### config.mk
export PLATFORM = sky130hd
export DESIGN_NAME = mult_share_ctrl
export DESIGN_NICKNAME = d
export VERILOG_FILES = /design/src/rtl/mult_share_pkg.sv /design/src/rtl/array_mult4.sv /design/src/rtl/mult_share_ctrl.sv
export SDC_FILE = /design/constraint.sdc
export NUM_CORES = 1
export LEC_CHECK = 0
export ABC_AREA = 1
export BUFFER_PORTS_ARGS = -buffer_cell sky130_fd_sc_hd__buf_2
export CORE_ASPECT_RATIO = 0.5
export CORE_UTILIZATION = 35
export CTS_CLUSTER_DIAMETER = 120
export DETAILED_ROUTE_END_ITERATION = 6
export GPL_TIMING_DRIVEN = 0
export HOLD_SLACK_MARGIN = 0.05
export PLACE_DENSITY = 0.57
export SYNTH_ARGS = -nofsm -noshare
export SYNTH_HDL_FRONTEND = slang
export SYNTH_SLANG_ARGS = --single-unit
export TNS_END_PERCENT = 1
### constraint.sdc
create_clock -name clk -period 4.1 [get_ports clk]
set_input_delay 0 -clock clk [delete_from_list [all_inputs] [get_ports clk]]
set_output_delay 0 -clock clk [all_outputs]
set_load 0.03 [all_outputs]
### src/rtl/mult_share_pkg.sv
// Shared types and constants for the shared 4x4 multiplier controller.
package mult_share_pkg;

    localparam int OPW    = 4;  // operand width
    localparam int PW     = 8;  // product width
    localparam int NPORTS = 2;  // number of requesters

    typedef enum logic [1:0] {
        IDLE = 2'd0,
        MULT = 2'd1,
        RESP = 2'd2
    } state_e;

endpackage

### src/rtl/array_mult4.sv
// Purely combinational 4x4 unsigned array multiplier: AND partial products
// summed by ripple rows of full adders, one row per multiplier bit.
module array_mult4
    import mult_share_pkg::*;
(
    input  logic [OPW-1:0] m,
    input  logic [OPW-1:0] q,
    output logic [PW-1:0]  p
);

    function automatic logic [1:0] fa(input logic x, input logic y, input logic cin);
        fa = {(x & y) | (x & cin) | (y & cin), x ^ y ^ cin};
    endfunction

    // Row 0 is the bare partial product; each later row adds the next
    // partial product to the upper bits of the running sum.
    always_comb begin
        logic [OPW-1:0] upper;
        logic [OPW-1:0] row_sum;
        logic           carry;
        logic [1:0]     fa_o;
        p       = '0;
        row_sum = '0;
        carry   = 1'b0;
        fa_o    = '0;
        p[0]    = m[0] & q[0];
        upper   = {1'b0, m[OPW-1:1] & {(OPW-1){q[0]}}};
        for (int i = 1; i < OPW; i++) begin
            carry = 1'b0;
            for (int j = 0; j < OPW; j++) begin
                fa_o       = fa(m[j] & q[i], upper[j], carry);
                row_sum[j] = fa_o[0];
                carry      = fa_o[1];
            end
            p[i]  = row_sum[0];
            upper = {carry, row_sum[OPW-1:1]};
        end
        p[PW-1:OPW] = upper;
    end

endmodule

### src/rtl/mult_share_ctrl.sv
// Shares one combinational 4x4 multiplier between two requesters with
// round-robin arbitration, a programmable settle delay and a held response.
module mult_share_ctrl
    import mult_share_pkg::*;
#(
    parameter int MULT_LAT = 1,
    parameter int CNT_W    = 8
) (
    input  logic                  clk,
    input  logic                  rst,
    input  logic [NPORTS-1:0]     req_valid,
    output logic [NPORTS-1:0]     req_ready,
    input  logic [NPORTS*OPW-1:0] req_a,
    input  logic [NPORTS*OPW-1:0] req_b,
    output logic [NPORTS-1:0]     resp_valid,
    input  logic [NPORTS-1:0]     resp_ready,
    output logic [PW-1:0]         resp_p,
    output logic                  busy,
    output logic [CNT_W-1:0]      op_count
);

    if (MULT_LAT < 1 || MULT_LAT > 15) begin : g_bad_lat
        $error("mult_share_ctrl: MULT_LAT must be in 1..15");
    end

    localparam logic [3:0] LAT_INIT = 4'(MULT_LAT - 1);

    state_e           state_q, state_d;
    logic             rr_q, rr_d;
    logic             owner_q, owner_d;
    logic [3:0]       lat_q, lat_d;
    logic [OPW-1:0]   a_q, a_d;
    logic [OPW-1:0]   b_q, b_d;
    logic [PW-1:0]    p_q, p_d;
    logic [CNT_W-1:0] cnt_q, cnt_d;

    logic             grant;
    logic [OPW-1:0]   sel_a;
    logic [OPW-1:0]   sel_b;
    logic [PW-1:0]    mult_p;

    // Multiplier sees only the registered operands, never the live ports.
    array_mult4 u_mult (
        .m (a_q),
        .q (b_q),
        .p (mult_p)
    );

    // Arbitration: a lone requester wins, contention is settled by rr_q.
    always_comb begin
        grant = 1'b0;
        if (req_valid[0] && req_valid[1]) begin
            grant = rr_q;
        end else if (req_valid[1]) begin
            grant = 1'b1;
        end
        sel_a     = grant ? req_a[OPW +: OPW] : req_a[0 +: OPW];
        sel_b     = grant ? req_b[OPW +: OPW] : req_b[0 +: OPW];
        req_ready = '0;
        if (state_q == IDLE && (|req_valid) && !rst) begin
            req_ready[grant] = 1'b1;
        end
    end

    // Next-state logic: accept in IDLE, count down the settle delay, hold the result.
    always_comb begin
        state_d = state_q;
        rr_d    = rr_q;
        owner_d = owner_q;
        lat_d   = lat_q;
        a_d     = a_q;
        b_d     = b_q;
        p_d     = p_q;
        cnt_d   = cnt_q;
        case (state_q)
            IDLE: begin
                if (|(req_valid & req_ready)) begin
                    a_d     = sel_a;
                    b_d     = sel_b;
                    owner_d = grant;
                    rr_d    = ~grant;
                    lat_d   = LAT_INIT;
                    state_d = MULT;
                end
            end
            MULT: begin
                if (lat_q == 4'd0) begin
                    p_d     = mult_p;
                    state_d = RESP;
                end else begin
                    lat_d = lat_q - 1'b1;
                end
            end
            RESP: begin
                if (resp_ready[owner_q]) begin
                    cnt_d   = cnt_q + 1'b1;
                    state_d = IDLE;
                end
            end
            default: begin
                state_d = IDLE;
            end
        endcase
    end

    // Response presentation: only the owner's valid is raised, product zeroed otherwise.
    always_comb begin
        resp_valid = '0;
        resp_p     = '0;
        if (state_q == RESP) begin
            resp_valid[owner_q] = 1'b1;
            resp_p              = p_q;
        end
    end

    assign busy     = (state_q != IDLE);
    assign op_count = cnt_q;

    // State and datapath registers; reset discards any in-flight operation.
    always_ff @(posedge clk or posedge rst) begin
        if (rst) begin
            state_q <= IDLE;
            rr_q    <= 1'b0;
            owner_q <= 1'b0;
            lat_q   <= '0;
            a_q     <= '0;
            b_q     <= '0;
            p_q     <= '0;
            cnt_q   <= '0;
        end else begin
            state_q <= state_d;
            rr_q    <= rr_d;
            owner_q <= owner_d;
            lat_q   <= lat_d;
            a_q     <= a_d;
            b_q     <= b_d;
            p_q     <= p_d;
            cnt_q   <= cnt_d;
        end
    end

endmodule

Word-level counts from Yosys, hierarchy flattened
Cells that the tools add are included.

Logic and storage cells: 137. Register bits: 32. Output and inout bits: 21.

Equal/unequal tests: 6. Muxes and demuxes: 20. Magnitude comparators: 4. Bitwise logic cells: 80. Reductions and logical operators: 17. Add/subtract/negate cells: 2.

Operators with widths (number): bitwise AND 1 bit (41); bitwise XOR 1 bit (20); 2-to-1 mux 4 bit (4); OR 1 bit (16); 2-to-1 mux 2 bit (5); adder 8 x 1 -> 8 bit, second input constant (1); 2-to-1 mux 8 bit (1); one-hot mux 4 bit (2 select lines) (1); 2-to-1 mux 1 bit (6); inequality test 2 bit, second input constant (3); one-hot mux 2 bit (3 select lines) (1); AND reduction 2 bit (3); AND reduction 3 bit (2); logical AND 1 bit (5); logical NOT 4 bit (1); < comparator 1 x 2 -> 1 bit, second input constant (2); nonzero test 2 bit (2); OR reduction 2 bit (2); subtractor 4 x 1 -> 4 bit, second input constant (1); bitwise AND 3 bit (1); bitwise AND 2 bit (1); demux 1 bit (select 1 bit) (2); == test 2 x 1 -> 1 bit, second input constant (1); == test 2 bit, second input constant (1); 5 further kinds (6).

Logic depth before layout (Yosys ltp)
Word-level depth: 20. Gate-level depth with buffers: 16. Mapped depth without buffers: 16.

Modules after synthesis
From an unflattened synthesis, not the netlist that was laid out.

Cells, all modules: 266. Area total of the unflattened synthesis: 2055.7 um^2.

By module, submodules not included: mult_share_ctrl (instances 1, sequential area each 800.8 um^2, cells an instance 219, area an instance 1714.1 um^2); array_mult4 (instances 1, sequential area each 0.0 um^2, cells an instance 47, area an instance 341.6 um^2).

Worst setup path before layout
Ideal clock, no wire load.

Kind: register -> register. Start: register b_q[1]. End: register p_q[6]. Data arrival time: 3579 ps. Data required time: 3983 ps. Buffers on the path: 0. Cell stages (with the launch flop): 17. Setup slack: 405 ps. Library setup time: 117 ps. Cell sequence: dfrtp_1 > nand2_1 > inv_1 > ha_1 > inv_1 > fa_1 > fa_1 > inv_1 > fa_1 > inv_1 > fa_1 > inv_1 > fa_1 > fa_1 > fa_1 > nand3_1 > nand2_1.

Longest elaborated chain between the ends: 18. Elaborated cells on any way between the ends: 56. Those cells by class: bitwise (56).

RTL lines: from (decl) (line mult_share_ctrl.sv:33) `logic [OPW-1:0] b_q, b_d;`; from (signal assigned) (line mult_share_ctrl.sv:127) `b_q <= '0;`; from (signal assigned) (line mult_share_ctrl.sv:136) `b_q <= b_d;`; bitwise AND 1 bit (line array_mult4.sv:31) `fa_o = fa(m[j] & q[i], upper[j], carry);`; bitwise AND 1 bit (2 in a row) (line array_mult4.sv:12) `fa = {(x & y) | (x & cin) | (y & cin), x ^ y ^ cin};`; OR 1 bit (2 in a row) (line array_mult4.sv:12); bitwise AND 1 bit (line array_mult4.sv:12); OR 1 bit (2 in a row) (line array_mult4.sv:12); bitwise XOR 1 bit (3 in a row) (line array_mult4.sv:12); bitwise AND 1 bit (line array_mult4.sv:12); OR 1 bit (2 in a row) (line array_mult4.sv:12); bitwise AND 1 bit (line array_mult4.sv:12); OR 1 bit (2 in a row) (line array_mult4.sv:12); bitwise XOR 1 bit (*) (line array_mult4.sv:12); net mult_p[6] (line mult_share_ctrl.sv:40) `logic [PW-1:0] mult_p;`; to (signal assigned) (line mult_share_ctrl.sv:137) `p_q <= p_d;`; to (decl) (line mult_share_ctrl.sv:34) `logic [PW-1:0] p_q, p_d;`.

Mark *: on every way through the listed nets, which the timed path passes. The rest lies on a longest branch. A chain may end at the register's enable or synchronous reset.

Worst setup path after layout
Start: register b_q[0]. End: register p_q[6].

Longest elaborated chain between the ends: 18. Elaborated cells on any way between the ends: 53. Those cells by class: bitwise (53).

RTL lines: bitwise AND 3 bit (*) (line array_mult4.sv:27) `upper = {1'b0, m[OPW-1:1] & {(OPW-1){q[0]}}};`; bitwise AND 1 bit (2 in a row) (line array_mult4.sv:12); OR 1 bit (2 in a row) (line array_mult4.sv:12); bitwise AND 1 bit (line array_mult4.sv:12); OR 1 bit (2 in a row) (line array_mult4.sv:12); bitwise XOR 1 bit (3 in a row) (line array_mult4.sv:12); bitwise AND 1 bit (line array_mult4.sv:12); OR 1 bit (2 in a row) (line array_mult4.sv:12); bitwise AND 1 bit (line array_mult4.sv:12); OR 1 bit (2 in a row) (line array_mult4.sv:12); bitwise XOR 1 bit (*) (line array_mult4.sv:12); net mult_p[6] (line mult_share_ctrl.sv:40).

Marks and branches as above.

==> results_dict.tcl <==
set metrics [dict create \
    gr_ovfl_total 0 \
    switch_share_pct 42.7 \
    routabilityCongestion 0.750 \
    p_sw_uw 730 \
    crit_arrival_ps 4030 \
    finalSetupViolCount 0 \
    crit_buf_inv 5 \
    combinationalPowerShare_pct 45.3 \
    worst_r2r_startpoint "b_q[0]$_DFFE_PP0P_" \
    ctsLongestPathBuffers 2 \
    grt_first_pass_wirelength_um 7410 \
    cell_internal_pwr_uw 980 \
    timing.clock.skew_ps 2.11 \
    dp_worst_setup_slack_ps 193 \
    cts_inserted_buffers 5 \
    initial_utilization_pct 36.8 \
    place.detailed.instances 391 \
    setup_repair_after_global_routing_missed_its_margin "no" \
    cts_htree_levels 2 \
    final_hold_viol_count 0 \
    ys_top_cells_by_count "sky130_fd_sc_hd__nand2_1, sky130_fd_sc_hd__inv_1, sky130_fd_sc_hd__dfrtp_1" \
    die_h_um 56.1 \
    cts.clk_slew.worst_paths_ps 50 \
    io_buffer_count 42 \
    cp.required_ps 4260 \
    path_common_cell "sky130_fd_sc_hd__fa_1" \
    first_global_vias 1712 \
    max_slew.worst_pin.slew_ps 486 \
    n_fill_cell 570 \
    final_nets 382 \
    maxSlewViolCount 0 \
    pwr-share-seq_pct 32.4 \
    dp_hpwl_um 3190 \
    clock-sinks 32 \
    cp_slowest_cell "sky130_fd_sc_hd__fa_1" \
    synth_edf_count 0 \
    clock_tree.root_cell "sky130_fd_sc_hd__clkbuf_16" \
    cp_top_family "adder cells" \
    floorplan.core_area_um2 5560 \
    avgSynthCellArea_um2 7.42 \
    cpPeakStageDelay_ps 500 \
    maximum_clock_frequency_mhz 258 \
    worstSetupStartpointType "register" \
    ant_nets 0 \
    largest_net_degree_at_the_start_of_global_routing 33 \
    synth.yosys.seq_area_share_pct 39.1 \
    hold_start "req_valid[1]" \
    netlist_area_um2 2050 \
    placementRows 19 \
    syn2layout_area_growth_pct 32.8 \
    ys_flop_type "sky130_fd_sc_hd__dfrtp_1" \
    run_status "complete, no violations" \
    timing.final.ws_setup_ps 229 \
    tritoncts "built" \
    vdd_drop_max_mv 0.252 \
    route.vias.total 1791 \
    wire_per_inst_um 10.0 \
    critical_path_capture_point_type "register" \
    detailedRoute.firstPassIterationCount 4 \
    drc 0 \
    relSlewSlack_pct 67.6 \
    post_route_cells_drive_above_1_share_pct 20.9 \
    post_layout_instance_count_excluding_filler_cells 418 \
    leakage_uw 0.00157 \
    yosysWarnings 0 \
    routed_wl_um 4200 \
    netlist.top_cell.by_area "sky130_fd_sc_hd__dfrtp_1" \
    die_width_um 110 \
    ff_latch_area_um2 801 \
    die-area_um2 6180 \
    mappedNetlistNets 313 \
    multi_input_comb_area_um2 1050 \
    tcrit_tclk_final_pct 94.4 \
    totalNegativeSetupSlack_ps 0 \
    antenna_found_initial 0 \
    min-delay-path-class "primary input to register" \
    yosysUniqueCellTypes 22 \
    drtIter0Drc 98 \
    power_per_cell_area_nw_per_um2 628 \
    cap_violations 0 \
    path_max_fanout 5 \
    avg_vias_per_cell 4.28 \
    yosys_register_bits 32 \
    crit_chain "nand2_1 > inv_1 > ha_1 > inv_1 > fa_1 > fa_1 > inv_1 > fa_1 > inv_1 > fa_1 > inv_1 > fa_1 > fa_1 > fa_1 > nand3_1 > nand2_1" \
    top_level_pins 43 \
    num_antenna_cells 0 \
    clk_latency_ps 270 \
    number_of_cells_produced_by_synthesis 276 \
    async_reset_ff_share_pct 100 \
    critical_path.startpoint "b_q[0]$_DFFE_PP0P_" \
    grt_use_total_pct 15.5 \
    synth.top_cells.by_area "sky130_fd_sc_hd__dfrtp_1, sky130_fd_sc_hd__nand2_1, sky130_fd_sc_hd__fa_1, sky130_fd_sc_hd__inv_1, sky130_fd_sc_hd__ha_1" \
    critPathKind "register to register" \
    synth.top_cell.area_share_pct 39.1 \
    post_cts_resized 0 \
    clockPowerShare_pct 22.3 \
    library_cell_with_the_highest_instance_count_after_synthesis "sky130_fd_sc_hd__nand2_1" \
    fin_crit_ps 3870 \
]
[power groups by stage]
stage / clock, uW / sequential, uW / combinational, uW
detailed placement: 0 / 560 / 747
global route: 407 / 577 / 886
CTS: 392 / 556 / 781
floorplan: 0 / 572 / 539
global placement: 0 / 555 / 728
finish: 381 / 555 / 774
[state kept, by name (all words and copies together) (netlist names)]
name / cells
a_q: 4
b_q: 4
lat_q: 4
op_count: 8
owner_q: 1
p_q: 8
rr_q: 1
state_q: 2
[placed cells by master, fill, tap and decap left out, types with 2 or more instances in the layout]
cell type,instances
sky130_fd_sc_hd__nand2_1,121
sky130_fd_sc_hd__nand2_2,7
sky130_fd_sc_hd__o21ai_0,3
sky130_fd_sc_hd__dlygate4sd3_1,19
sky130_fd_sc_hd__ha_1,7
sky130_fd_sc_hd__xnor2_1,2
sky130_fd_sc_hd__clkbuf_16,5
sky130_fd_sc_hd__nor2_1,23
sky130_fd_sc_hd__o21ai_1,2
sky130_fd_sc_hd__clkbuf_8,2
sky130_fd_sc_hd__xor2_1,3
sky130_fd_sc_hd__fa_1,8
sky130_fd_sc_hd__inv_2,6
sky130_fd_sc_hd__nand3b_1,3
sky130_fd_sc_hd__nand3_1,13
sky130_fd_sc_hd__inv_1,36
sky130_fd_sc_hd__dfrtp_1,32
sky130_fd_sc_hd__buf_2,43
sky130_fd_sc_hd__buf_6,3
[path summary, 6_finish.rpt]
check / to / slack [ps] / depth (start not counted)
max in group asynchronous: op_count[6]$_DFFE_PP0P_ / 3310 / 4
max reg2reg: p_q[6]$_DFFE_PP0P_ / 230 / 16
max: p_q[6]$_DFFE_PP0P_ / 230 / 16
min in group asynchronous: rr_q$_DFFE_PP0P_ / 320 / 3
min reg2reg: p_q[6]$_DFFE_PP0P_ / 470 / 2
min: state_q[0]$_DFFE_PP0P_ / 90 / 3
[area by class of cell]
type	count	area share [%]
Clock buffer	7	5.61
Buffer	4	1.43
Inverter	42	5.80
Multi-Input combinational cell	198	38.6
Sequential cell	32	29.4
Timing Repair Buffer	62	15.7
Tap cell	73	3.36
[logic make-up after synthesis]
| logic type | Yosys count | share of synthesized area (%) |
|---|---|---|
| AO/OA/AOI/OAI | 9 | 3.67 |
| adder cells (fa/ha/maj) | 15 | 12.1 |
| flip-flops | 32 | 39.1 |
| buffers and inverters | 46 | 9.59 |
| XOR/XNOR | 5 | 2.14 |
| AND/OR/NAND/NOR | 169 | 33.4 |
[tightest hold or removal path: cells and delay by family]
kind / cells / cell delay (ps)
and+or+nand+nor: 1 / 100
AOI/OAI and AO/OA: 1 / 100
buffers and inverters: 1 / 120
[per-stage QoR]
stage          utilization, %  instance area, um^2  hold slack, ps  power [uW]
2_1_floorplan               -                 2050             116        1110
3_3_place_gp             42.2                 2350             296        1280
3_5_place_dp             42.2                 2350             296        1310
4_1_cts                  48.2                 2680            73.4        1730
5_1_grt                  48.9                 2720             110        1870
6_report                 48.9                 2720            85.1        1710
[repair_timing]
item                      4_1_cts  5_1_grt
hold buffers                   18        1
buffers inserted                0        0
hold endpoints to repair        9       10
[layer usage]
metal | vias up | routed length, um | global-route usage (%)
li1 | 961 | - | -
met1 | 795 | 2170 | 20.4
met2 | 33 | 1840 | 25.2
met3 | 2 | 161 | 3.63
met4 | 0 | 25 | 5.08
met5 | - | 0 | 0
No activity file was read; power rests on OpenSTA's default activity.
